### src/rtl/operand_scoreboard_pkg.sv
// Shared types and constants for the operand scoreboard.
package operand_scoreboard_pkg;

  localparam int NREG     = 32;
  localparam int SB_CNT_W = 2;

  typedef logic [SB_CNT_W-1:0] sb_cnt_t;

  typedef enum logic [1:0] {
    RUN     = 2'd0,
    SERIAL  = 2'd1,
    RECOVER = 2'd2
  } sb_state_t;

endpackage

### src/rtl/operand_scoreboard_if.sv
// Decode/RegFile/writeback/execute signal bundle seen by the operand scoreboard.
interface operand_scoreboard_if #(parameter int XLEN = 64);

  logic            id_valid;
  logic            id_ready;
  logic [4:0]      id_rs1;
  logic [4:0]      id_rs2;
  logic [4:0]      id_rd;
  logic            id_rd_we;
  logic            id_is_csr;

  logic [4:0]      rf_rs1;
  logic [4:0]      rf_rs2;
  logic [XLEN-1:0] rf_q1;
  logic [XLEN-1:0] rf_q2;

  logic            wb_valid;
  logic [4:0]      wb_rd;
  logic            wb_rd_we;
  logic [XLEN-1:0] wb_data;
  logic            wb_flush;

  logic            ex_valid;
  logic            ex_ready;
  logic [XLEN-1:0] ex_op1;
  logic [XLEN-1:0] ex_op2;
  logic [4:0]      ex_rd;

  modport slave (
    input  id_valid, id_rs1, id_rs2, id_rd, id_rd_we, id_is_csr,
    input  rf_q1, rf_q2,
    input  wb_valid, wb_rd, wb_rd_we, wb_data, wb_flush,
    input  ex_ready,
    output id_ready, rf_rs1, rf_rs2,
    output ex_valid, ex_op1, ex_op2, ex_rd
  );

  modport master (
    output id_valid, id_rs1, id_rs2, id_rd, id_rd_we, id_is_csr,
    output rf_q1, rf_q2,
    output wb_valid, wb_rd, wb_rd_we, wb_data, wb_flush,
    output ex_ready,
    input  id_ready, rf_rs1, rf_rs2,
    input  ex_valid, ex_op1, ex_op2, ex_rd
  );

endinterface

### src/rtl/operand_scoreboard_sb_counter_bank.sv
// Per-register outstanding-write counters with busy / saturated / exactly-one flags.
module sb_counter_bank
  import operand_scoreboard_pkg::*;
#(
  parameter int CNT_W = SB_CNT_W
) (
  input  logic            clk,
  input  logic            rst,
  input  logic            inc_en,
  input  logic [4:0]      inc_idx,
  input  logic            dec_en,
  input  logic [4:0]      dec_idx,
  input  logic            clear,
  output logic [NREG-1:0] one,
  output logic [NREG-1:0] busy,
  output logic [NREG-1:0] sat
);

  localparam logic [CNT_W-1:0] CNT_MAX = '1;

  logic [CNT_W-1:0] cnt_q [NREG];
  logic [CNT_W-1:0] cnt_d [NREG];
  logic [NREG-1:0]  inc_hot;
  logic [NREG-1:0]  dec_hot;

  assign inc_hot = inc_en ? (NREG'(1) << inc_idx) : '0;
  assign dec_hot = dec_en ? (NREG'(1) << dec_idx) : '0;

  // x0 is hard-wired to zero; an inc and dec on the same register cancel
  always_comb begin
    for (int i = 0; i < NREG; i++) begin
      cnt_d[i] = cnt_q[i];
      if (clear || i == 0) begin
        cnt_d[i] = '0;
      end else if (inc_hot[i] && !dec_hot[i]) begin
        cnt_d[i] = cnt_q[i] + CNT_W'(1);
      end else if (dec_hot[i] && !inc_hot[i]) begin
        cnt_d[i] = cnt_q[i] - CNT_W'(1);
      end
    end
  end

  always_ff @(posedge clk or negedge rst) begin
    if (!rst) begin
      for (int i = 0; i < NREG; i++) cnt_q[i] <= '0;
    end else begin
      cnt_q <= cnt_d;
    end
  end

  always_comb begin
    for (int i = 0; i < NREG; i++) begin
      busy[i] = (cnt_q[i] != '0);
      sat[i]  = (cnt_q[i] == CNT_MAX);
      one[i]  = (cnt_q[i] == CNT_W'(1));
    end
  end

  // a retire with nothing outstanding means decode and writeback disagree
  always_ff @(posedge clk) begin
    if (rst && dec_en && !clear && dec_idx != 5'd0)
      assert (cnt_q[dec_idx] != '0);
  end

endmodule

### src/rtl/operand_scoreboard.sv
// Operand scoreboard between decode and execute: RAW stalls, CSR serialisation, execute buffer.
// Optional SCOREBOARD_BYPASS_EN: forward retiring wb_data to a source whose last write retires now.
//
// state   | meaning
// RUN     | normal issue
// SERIAL  | CSR-class op in flight, issue held until writeback retires or redirects
// RECOVER | one dead cycle after a redirect
module operand_scoreboard
  import operand_scoreboard_pkg::*;
#(
  parameter int CNT_W = SB_CNT_W,
  parameter int XLEN  = 64
) (
  input  logic                 clk,
  input  logic                 rst,
  operand_scoreboard_if.slave  bus
);

  localparam logic [1:0] ST_RUN     = RUN;
  localparam logic [1:0] ST_SERIAL  = SERIAL;
  localparam logic [1:0] ST_RECOVER = RECOVER;

  logic [1:0]      state_q, state_d;
  logic            ex_valid_q, ex_valid_d;
  logic [XLEN-1:0] ex_op1_q, ex_op1_d;
  logic [XLEN-1:0] ex_op2_q, ex_op2_d;
  logic [4:0]      ex_rd_q, ex_rd_d;

  logic [NREG-1:0] busy;
  logic [NREG-1:0] sat;
  logic            wb_we;
  logic            byp1, byp2;
  logic            haz1, haz2;
  logic            id_ready;
  logic            issue;
  logic [XLEN-1:0] op1, op2;

  assign wb_we = bus.wb_valid && bus.wb_rd_we;

`ifdef SCOREBOARD_BYPASS_EN
  logic [NREG-1:0] cnt_one;
  assign byp1 = cnt_one[bus.id_rs1] && wb_we && (bus.wb_rd == bus.id_rs1);
  assign byp2 = cnt_one[bus.id_rs2] && wb_we && (bus.wb_rd == bus.id_rs2);
`else
  assign byp1 = 1'b0;
  assign byp2 = 1'b0;
`endif

  sb_counter_bank #(.CNT_W(CNT_W)) u_bank (
    .clk     (clk),
    .rst     (rst),
    .inc_en  (issue && bus.id_rd_we),
    .inc_idx (bus.id_rd),
    .dec_en  (wb_we),
    .dec_idx (bus.wb_rd),
    .clear   (bus.wb_flush),
`ifdef SCOREBOARD_BYPASS_EN
    .one     (cnt_one),
`else
    .one     (),
`endif
    .busy    (busy),
    .sat     (sat)
  );

  // busy[0] is never set, so x0 sources cannot stall
  assign haz1 = busy[bus.id_rs1] && !byp1;
  assign haz2 = busy[bus.id_rs2] && !byp2;
  assign op1  = byp1 ? bus.wb_data : bus.rf_q1;
  assign op2  = byp2 ? bus.wb_data : bus.rf_q2;

  assign id_ready = rst && (state_q == ST_RUN) && !bus.wb_flush
                    && (!ex_valid_q || bus.ex_ready)
                    && !haz1 && !haz2 && !sat[bus.id_rd];
  assign issue    = bus.id_valid && id_ready;

  always_comb begin
    state_d = state_q;
    case (state_q)
      ST_RUN: begin
        if (bus.wb_flush)                 state_d = ST_RECOVER;
        else if (issue && bus.id_is_csr)  state_d = ST_SERIAL;
      end
      ST_SERIAL: begin
        if (bus.wb_flush)                 state_d = ST_RECOVER;
        else if (bus.wb_valid)            state_d = ST_RUN;
      end
      ST_RECOVER:                         state_d = ST_RUN;
      default:                            state_d = ST_RUN;
    endcase
  end

  always_comb begin
    ex_valid_d = ex_valid_q;
    ex_op1_d   = ex_op1_q;
    ex_op2_d   = ex_op2_q;
    ex_rd_d    = ex_rd_q;
    if (bus.wb_flush) begin
      ex_valid_d = 1'b0;
    end else if (issue) begin
      ex_valid_d = 1'b1;
      ex_op1_d   = op1;
      ex_op2_d   = op2;
      ex_rd_d    = bus.id_rd;
    end else if (bus.ex_ready) begin
      ex_valid_d = 1'b0;
    end
  end

  always_ff @(posedge clk or negedge rst) begin
    if (!rst) begin
      state_q    <= ST_RUN;
      ex_valid_q <= 1'b0;
      ex_op1_q   <= '0;
      ex_op2_q   <= '0;
      ex_rd_q    <= '0;
    end else begin
      state_q    <= state_d;
      ex_valid_q <= ex_valid_d;
      ex_op1_q   <= ex_op1_d;
      ex_op2_q   <= ex_op2_d;
      ex_rd_q    <= ex_rd_d;
    end
  end

  assign bus.id_ready = id_ready;
  assign bus.rf_rs1   = bus.id_rs1;
  assign bus.rf_rs2   = bus.id_rs2;
  assign bus.ex_valid = ex_valid_q;
  assign bus.ex_op1   = ex_op1_q;
  assign bus.ex_op2   = ex_op2_q;
  assign bus.ex_rd    = ex_rd_q;

endmodule

### src/flat_wrapper.sv
// flat-port wrapper written by rule: the top's interface ports become plain ports
module operand_scoreboard_flat import operand_scoreboard_pkg::*;
#(
  parameter int CNT_W = SB_CNT_W,
  parameter int XLEN  = 64
)
  (clk, rst, bus_id_valid, bus_id_rs1, bus_id_rs2, bus_id_rd, bus_id_rd_we, bus_id_is_csr, bus_rf_q1, bus_rf_q2, bus_wb_valid, bus_wb_rd, bus_wb_rd_we, bus_wb_data, bus_wb_flush, bus_ex_ready, bus_id_ready, bus_rf_rs1, bus_rf_rs2, bus_ex_valid, bus_ex_op1, bus_ex_op2, bus_ex_rd);
  operand_scoreboard_if #(.XLEN(XLEN)) bus_i ();
  input  logic clk;
  input  logic rst;
  input wire logic [$bits(bus_i.id_valid)-1:0] bus_id_valid;
  input wire logic [$bits(bus_i.id_rs1)-1:0] bus_id_rs1;
  input wire logic [$bits(bus_i.id_rs2)-1:0] bus_id_rs2;
  input wire logic [$bits(bus_i.id_rd)-1:0] bus_id_rd;
  input wire logic [$bits(bus_i.id_rd_we)-1:0] bus_id_rd_we;
  input wire logic [$bits(bus_i.id_is_csr)-1:0] bus_id_is_csr;
  input wire logic [$bits(bus_i.rf_q1)-1:0] bus_rf_q1;
  input wire logic [$bits(bus_i.rf_q2)-1:0] bus_rf_q2;
  input wire logic [$bits(bus_i.wb_valid)-1:0] bus_wb_valid;
  input wire logic [$bits(bus_i.wb_rd)-1:0] bus_wb_rd;
  input wire logic [$bits(bus_i.wb_rd_we)-1:0] bus_wb_rd_we;
  input wire logic [$bits(bus_i.wb_data)-1:0] bus_wb_data;
  input wire logic [$bits(bus_i.wb_flush)-1:0] bus_wb_flush;
  input wire logic [$bits(bus_i.ex_ready)-1:0] bus_ex_ready;
  output wire logic [$bits(bus_i.id_ready)-1:0] bus_id_ready;
  output wire logic [$bits(bus_i.rf_rs1)-1:0] bus_rf_rs1;
  output wire logic [$bits(bus_i.rf_rs2)-1:0] bus_rf_rs2;
  output wire logic [$bits(bus_i.ex_valid)-1:0] bus_ex_valid;
  output wire logic [$bits(bus_i.ex_op1)-1:0] bus_ex_op1;
  output wire logic [$bits(bus_i.ex_op2)-1:0] bus_ex_op2;
  output wire logic [$bits(bus_i.ex_rd)-1:0] bus_ex_rd;
  assign bus_i.id_valid = bus_id_valid;
  assign bus_i.id_rs1 = bus_id_rs1;
  assign bus_i.id_rs2 = bus_id_rs2;
  assign bus_i.id_rd = bus_id_rd;
  assign bus_i.id_rd_we = bus_id_rd_we;
  assign bus_i.id_is_csr = bus_id_is_csr;
  assign bus_i.rf_q1 = bus_rf_q1;
  assign bus_i.rf_q2 = bus_rf_q2;
  assign bus_i.wb_valid = bus_wb_valid;
  assign bus_i.wb_rd = bus_wb_rd;
  assign bus_i.wb_rd_we = bus_wb_rd_we;
  assign bus_i.wb_data = bus_wb_data;
  assign bus_i.wb_flush = bus_wb_flush;
  assign bus_i.ex_ready = bus_ex_ready;
  assign bus_id_ready = bus_i.id_ready;
  assign bus_rf_rs1 = bus_i.rf_rs1;
  assign bus_rf_rs2 = bus_i.rf_rs2;
  assign bus_ex_valid = bus_i.ex_valid;
  assign bus_ex_op1 = bus_i.ex_op1;
  assign bus_ex_op2 = bus_i.ex_op2;
  assign bus_ex_rd = bus_i.ex_rd;
  operand_scoreboard #(.CNT_W(CNT_W), .XLEN(XLEN)) u_core (.clk(clk), .rst(rst), .bus(bus_i));
endmodule
### config.mk
export PLATFORM = sky130hd
export DESIGN_NAME = operand_scoreboard_flat
export DESIGN_NICKNAME = d
export VERILOG_FILES = /design/src/rtl/operand_scoreboard_pkg.sv /design/src/rtl/operand_scoreboard_if.sv /design/src/rtl/operand_scoreboard_sb_counter_bank.sv /design/src/rtl/operand_scoreboard.sv /design/src/flat_wrapper.sv
export SDC_FILE = /design/constraint.sdc
export NUM_CORES = 1
export LEC_CHECK = 0
export CAP_MARGIN = 5
export CORE_MARGIN = 2
export CORE_UTILIZATION = 46
export DETAILED_ROUTE_END_ITERATION = 7
export PLACE_DENSITY = 0.92
export SLEW_MARGIN = 20
export SYNTH_ARGS = -nofsm -noshare
export SYNTH_HDL_FRONTEND = slang
export SYNTH_SLANG_ARGS = --single-unit
export TNS_END_PERCENT = 10
### constraint.sdc
create_clock -name clk -period 3.6 [get_ports clk]
set_input_delay 0.72 -clock clk [delete_from_list [all_inputs] [get_ports clk]]
set_output_delay 0.72 -clock clk [all_outputs]
set_load 0.005 [all_outputs]
==> results of run 1 <==
## cells in the mapped netlist, types with 4 or more instances
cell type  count
a211oi_1       6
a21oi_1       20
and2_1        12
and3_1         4
buf_2         22
buf_4         13
buf_6          6
clkbuf_1      23
dfrtp_1      198
inv_1          7
mux2_1        38
mux2_2       117
mux2_4        10
mux2i_1       31
mux4_2         7
nand2_1       39
nand3_1       22
nand3b_1       7
nand4_1       37
nand4b_1       4
nor2_1       140
nor2b_1       47
nor3_1        38
nor3b_1        6
o2111ai_1      4
o21a_1        10
o21ai_0       18
or3_1         13
xnor2_1       31
## worst max-delay path, cell delays in order
cell	delay, ns
clkdlybuf4s50_1	0.48
inv_1	0.14
mux4_2	0.52
a2111oi_2	0.37
o21a_1	0.17
and4b_1	0.21
clkdlybuf4s15_2	0.21
## cells by family (layout without fill, tap and decap cells)
group	Yosys count	after routing	synth area share (%)
and+or+nand+nor	383	383	18.6
xor gates and xnor gates	31	31	2.62
AOI/OAI and AO/OA	70	70	4.33
DFF	198	198	47.9
buffers and inverters	71	427	3.75
muxes	203	203	22.8
## stage by stage
| stage | setup TNS (ns) | cell area (sq um) | std cells |
|---|---|---|---|
| floorplan | 0 | 10300 | 956 |
| global placement | -32.57 | 14100 | 1557 |
| detailed placement | -41.87 | 14100 | 1557 |
| CTS | 0 | 14800 | 1590 |
| global route | 0 | 14900 | 1592 |
| finish | 0 | 14900 | 1592 |
## sequential cells by signal (all words and copies together) (netlist names)
name,count
u_core.bus.ex_op2,64
u_core.bus.ex_valid,1
u_core.bus.ex_rd,5
u_core.u_bank.cnt_q,62
u_core.bus.ex_op1,64
u_core.state_q,2
## area by class of cell
class / count / area (sq um) / area share, %
timing repair buffer: 388 / 3810 / 25.6
sequential: 198 / 4950 / 33.3
multi-input combinational: 687 / 5130 / 34.5
clock buffer: 18 / 429 / 2.89
inverter: 7 / 26.3 / 0.177
clock inverter: 14 / 178 / 1.19
tap: 280 / 350 / 2.36
## what timing repair did
action / in CTS / in global routing
buffers inserted: 1 / 0
endpoints found under the setup margin: 1 / 83
cloned: 0 / 2
pin swaps: 2 / 1
resized for setup: 19 / 18
## power groups by stage
stage | logic, uW | registers (uW) | clock network (uW)
after floorplan | 673 | 3170 | 0
after global placement | 2360 | 3110 | 0
after detailed placement | 2430 | 3170 | 0
after CTS | 2460 | 3140 | 1980
after global routing | 2590 | 3210 | 2080
final | 2450 | 3140 | 1950
## path summary, 6_finish.rpt
kind	slack [ns]	endpoint	from
max	0.06	bus_id_ready	bus_id_rd[2]
min reg2reg	0.45	u_core.state_q[1]	u_core.state_q[1]
max reg2reg	0.47	u_core.u_bank.cnt_q[45]	u_core.u_bank.cnt_q[44]
max in group asynchronous	1.73	u_core.bus.ex_op1[63]	rst
min	0.36	u_core.u_bank.cnt_q[10]	rst
min in group clk	0.45	u_core.state_q[1]	u_core.state_q[1]
## routing by layer
layer	up-vias	wire, microns	global-route usage [%]
li1	4053	-	-
met1	4432	12600	33.0
met2	448	16600	47.8
met3	107	2530	5.98
met4	0	1440	13.6
met5	-	0	0
==> out/qor.csv, run 1 <==
stage,metric,value,unit
die,initial_utilization,47.1,%
logic_synthesis,syn-mean-instance-area,10.8,sq um
die,core_area,22000,sq um
timing,tcrit_tclk_final,98.4,%
global_routing,antenna_found_initial,0,
routing,drt_iter0_markers,856,
worst_setup_path,worst_ep_required_time,2.88,ns
worst_setup_path,critPathMaxFanout,2,
global_routing,first_global_vias,9338,
pwr,internal_power,5370,uW
die,die_height,154,microns
worst_hold_path,holdCritPathClass,primary input to asynchronous set/reset pin,
routing,number_of_search_and_repair_iterations_in_the_first_detailed_routing_pass,5,
pwr,share_clk_of_total_power,25.9,%
status,run_status,"complete, no violations",
routing,antenna_left,0,
pwr,power.leakage,0.00646,uW
logic_synthesis,synthTopCellsByArea,"dfrtp_1 (48%), mux2_2 (13%), nor2_1 (5.1%)",
logic_synthesis,post_synth_num_cell_types,48,
finish,area.growth.synth_to_final,43.8,%
die,die_area,23700,sq um
logic_synthesis,synth_top_cell_by_area,dfrtp_1,
logic_synthesis,synthesis.nets,1177,
finish,num-fill-cells,1541,
logic_synthesis,postSynth.asyncResetShare,100,%
timing,worst_case_hold_slack,0.363,ns
pwr,power_density,507,nW/um^2
logic_synthesis,synth_edf_count,0,
global_routing,grt_max_degree,125,
worst_setup_path,timing.critical_path.to_type,output port,
pwr,total_switching_power,2180,uW
logic_synthesis,yosys_most_used_dff,dfrtp_1,
logic_synthesis,portion_of_synthesized_cell_area_occupied_by_the_leading_cell_type,47.9,%
worst_setup_path,timing_worst_setup_path_type,primary input to output port,
worst_setup_path,ff2ff_path_depth,9,
clocking,cts_htree_levels,4,
routing,post_detailed_routing_wire_length,33200,microns
timing,finalWorstPathRequiredPeriod,3.54,ns
routing,detail_route.wl_per_cell,20.9,microns
clocking,cts_tree,done,
timing,setup_violations,0,
clocking,cts-root-to-sink-buffers,2,
place,gp_congestion,0.948,
finish,final_layout_size_suffix_gt1_share,21.3,%
timing,max_slew_margin,36.6,%
routing,num_vias,9040,
clocking,clockRootBuffer,clkbuf_16,
pwr,total_power,7550,uW
global_routing,grt_first_pass_wirelength,51200,microns
clocking,numClockSinks,198,
pwr,pwr-share-comb,32.5,%
timing,timing.fmax,282,MHz
finish,mostFrequentLayoutCell,clkdlybuf4s50_1,
finish,nets,1520,
finish,post-route-util,67.7,%
logic_synthesis,syn-cell-area,10300,sq um
pwr,vdd.ir_drop.worst,0.356,mV
timing,slew_viol_final,0,
timing,worst_pin_slew,0.951,ns
pwr,power.share.switching,28.8,%
finish,most-common-layout-cells,"clkdlybuf4s50_1 (292), dfrtp_1 (198), nor2_1 (140)",
worst_setup_path,crit_path_start_kind,primary input,
logic_synthesis,synth_warnings,0,
clocking,worst_skew_pair.late_latency,0.44,ns
place,dpl.hpwl,24100,microns
routing,routed_via_density,5.68,
clocking,clk_transition_reported_paths,0.08,ns
logic_synthesis,synth.yosys.seq_area_share,47.9,%
die,die_w,154,microns
routing,remaining_drc_errors,0,
place,port_buffers,301,
pwr,seq_power_share,41.6,%
worst_setup_path,critical_path_arrival,2.82,ns
die,floorplan.io_pins,366,
clocking,cts_buffers,17,
logic_synthesis,post_synth_inst_count,956,
timing,final.setup.worst_slack,0.0558,ns
die,rows,54,
global_routing,track_usage,27.7,%
timing,skew,0.0151,ns
timing,hold_viol_final,0,
job,drv_cap,0,
global_routing,globalRoute.totalOverflow,0,
logic_synthesis,synth_seq_cells,198,
clocking,ctsHoldBuffers,0,
timing,grt_setup_unrepaired,false,
finish,n_antenna_cell,0,
place,placement.setup.worst_slack,-0.354,ns
(Power assumes the default switching activity.)
==> run 2: changes to the inputs <==
- CTS_CLUSTER_SIZE: unset -> 8
- HOLD_SLACK_MARGIN: unset -> 0.05
==> results of run 2 <==
No change in the layout: final DEF, timing and power equal those of run 1.
==> run 3: changes to the inputs <==
- clock period: 3.6 -> 3.3 ns (I/O delays scaled with it)
==> run 3 against run 2 <==
Effect of this change:
- via count up 1.4%
- sequential power rose by 8.9%
- critical path depth increased by 3
- non-clock buffer count grew 10
- clock power is 18% higher
- die area unchanged
- register-to-register slack worse by 0.38 ns
- cell count rose by 0.75%
- clock skew rose by 0.0043 ns
- hold slack lost 0.045 ns
- count of clock-buffer cells in the layout shrank 1
- critical endpoint is now u_core.bus.ex_op2[24]
==> out/qor.csv, run 3 (synthesis results as in run 1) <==
stage,metric,value,unit
status,run_status,"complete, no violations",
timing,final.setup.tns,0,ns
timing,max_slew_margin,34.8,%
routing,routed_via_density,5.71,
finish,num-fill-cells,1495,
global_routing,grt_max_degree,134,
die,die_height,154,microns
clocking,cts-root-to-sink-buffers,2,
finish,finalInstanceArea,15100,sq um
finish,post-route-util,68.7,%
worst_setup_path,timing.critical_path.to_type,flop,
clocking,worst_skew_pair.late_latency,0.45,ns
timing,slew_viol_final,0,
finish,most-common-layout-cells,"clkdlybuf4s50_1 (289), dfrtp_1 (198), nor2_1 (140)",
finish,final_layout_size_suffix_gt1_share,22.0,%
timing,timing.fmax,312,MHz
timing,finalWorstPathRequiredPeriod,3.21,ns
place,dpl-instance-area,14300,sq um
job,drv_cap,0,
worst_hold_path,holdCritPathClass,primary input to asynchronous set/reset pin,
timing,worst_case_hold_slack,0.318,ns
routing,detail_route.wl_per_cell,20.7,microns
finish,instances_no_fill,1604,
finish,mostFrequentLayoutCell,clkdlybuf4s50_1,
clocking,clk_transition_reported_paths,0.08,ns
worst_setup_path,critPathMaxFanout,23,
die,die_area,23700,sq um
finish,area.growth.synth_to_final,45.8,%
global_routing,track_usage,27.8,%
finish,footprint_of_the_multi_input_gates,5120,sq um
clocking,ctsHoldBuffers,0,
timing,setup_violations,0,
clocking,cts_tree,done,
worst_setup_path,timing_worst_setup_path_type,flop to flop,
pwr,power.leakage,0.00656,uW
worst_setup_path,critical_path.reg2reg.endpoint,u_core.bus.ex_op2[24],
timing,worst_pin_slew,0.978,ns
worst_setup_path,worst_ep_required_time,3.62,ns
routing,drt_iter0_markers,1074,
die,die_w,154,microns
worst_setup_path,worstReg2RegStart,u_core.u_bank.cnt_q[5],
timing,hold_viol_final,0,
die,floorplan.io_pins,366,
place,placed_cells,1566,
die,initial_utilization,47.1,%
global_routing,antenna_found_initial,1,
clocking,numClockSinks,198,
global_routing,grt_first_pass_wirelength,51700,microns
clocking,clockRootBuffer,clkbuf_16,
global_routing,globalRoute.totalOverflow,0,
place,port_buffers,301,
worst_setup_path,critical_path_arrival,3.53,ns
global_routing,first_global_vias,9466,
pwr,power_density,559,nW/um^2
worst_setup_path,crit_path_start_kind,flop,
finish,register_area,4950,sq um
routing,post_detailed_routing_wire_length,33200,microns
routing,num_vias,9165,
pwr,vdd.ir_drop.worst,0.360,mV
routing,remaining_drc_errors,0,
routing,number_of_search_and_repair_iterations_in_the_first_detailed_routing_pass,6,
worst_setup_path,rrSetupSlack,0.09,ns
timing,tcrit_tclk_final,97.2,%
finish,nets,1530,
clocking,cts_htree_levels,4,
place,dpl.hpwl,24300,microns
die,rows,54,
timing,skew,0.0194,ns
routing,antenna_left,0,
clocking,cts_buffers,17,
place,gp_congestion,1.01,
worst_setup_path,timing.critical_path.from,u_core.u_bank.cnt_q[5],
worst_setup_path,ff2ff_path_depth,10,
die,core_area,22000,sq um
## run 3: per-stage QoR
| step | setup WS [ns] | power, uW |
|---|---|---|
| after floorplan | 0.161 | 4190 |
| after CTS | 0.00315 | 8470 |
| after global routing | -0.000958 | 8770 |
| after detailed placement | -0.570 | 6140 |
| final | 0.0919 | 8420 |
| after global placement | -0.519 | 5970 |
## run 3: repair_timing
action / 4_1_cts / 5_1_grt
hold endpoints to repair: 0 / 0
setup endpoints to repair: 59 / 27
gates resized for setup: 25 / 18
buffers inserted: 2 / 0
pin swaps: 4 / 5
cloned: 2 / 0
## run 3: worst max path at each step
stage | endpoint | slack, ns | cells past startpoint
finish | u_core.bus.ex_op2[24] | 0.09 | 10
global route | u_core.u_bank.cnt_q[7] | -0.001 | 10
CTS | bus_id_ready | 0.003 | 9
detailed placement | bus_id_ready | -0.57 | 8
global placement | bus_id_ready | -0.52 | 9
floorplan | bus_id_ready | 0.16 | 8
## run 3: cell type report
class	count	share of cell area [%]
antenna	2	0.0332
tap	280	2.32
clock inverter	15	1.53
sequential	198	32.9
clock buffer	17	2.82
inverter	7	0.174
multi-input combinational	687	33.9
timing repair buffer	398	26.3
## run 3: layer usage
| layer | routed length [microns] | vias up | part of all wire [%] | global-route usage, % |
|---|---|---|---|---|
| met3 | 2790 | 159 | 8.4 | 5.78 |
| met2 | 16400 | 556 | 49 | 47.8 |
| li1 | - | 4073 | - | - |
| met1 | 12200 | 4377 | 37 | 33.3 |
| met4 | 1800 | 0 | 5.4 | 13.8 |
| met5 | 0 | - | 0 | 0 |
## run 3: power by group
group,switching (uW),internal (uW)
clock,1160,1140
sequential,365,3050
combinational,920,1780
## run 3: critical path, stage by stage (launching register included)
cell and delay, ns:
dfrtp_1 0.45, nor3_1 0.30, a21oi_1 0.08, mux4_2 0.48, mux2_4 0.30, buf_4 0.15, a211oi_4 0.30, and4_4 0.33
buf_12 0.15, buf_12 0.18, mux2_1 0.35
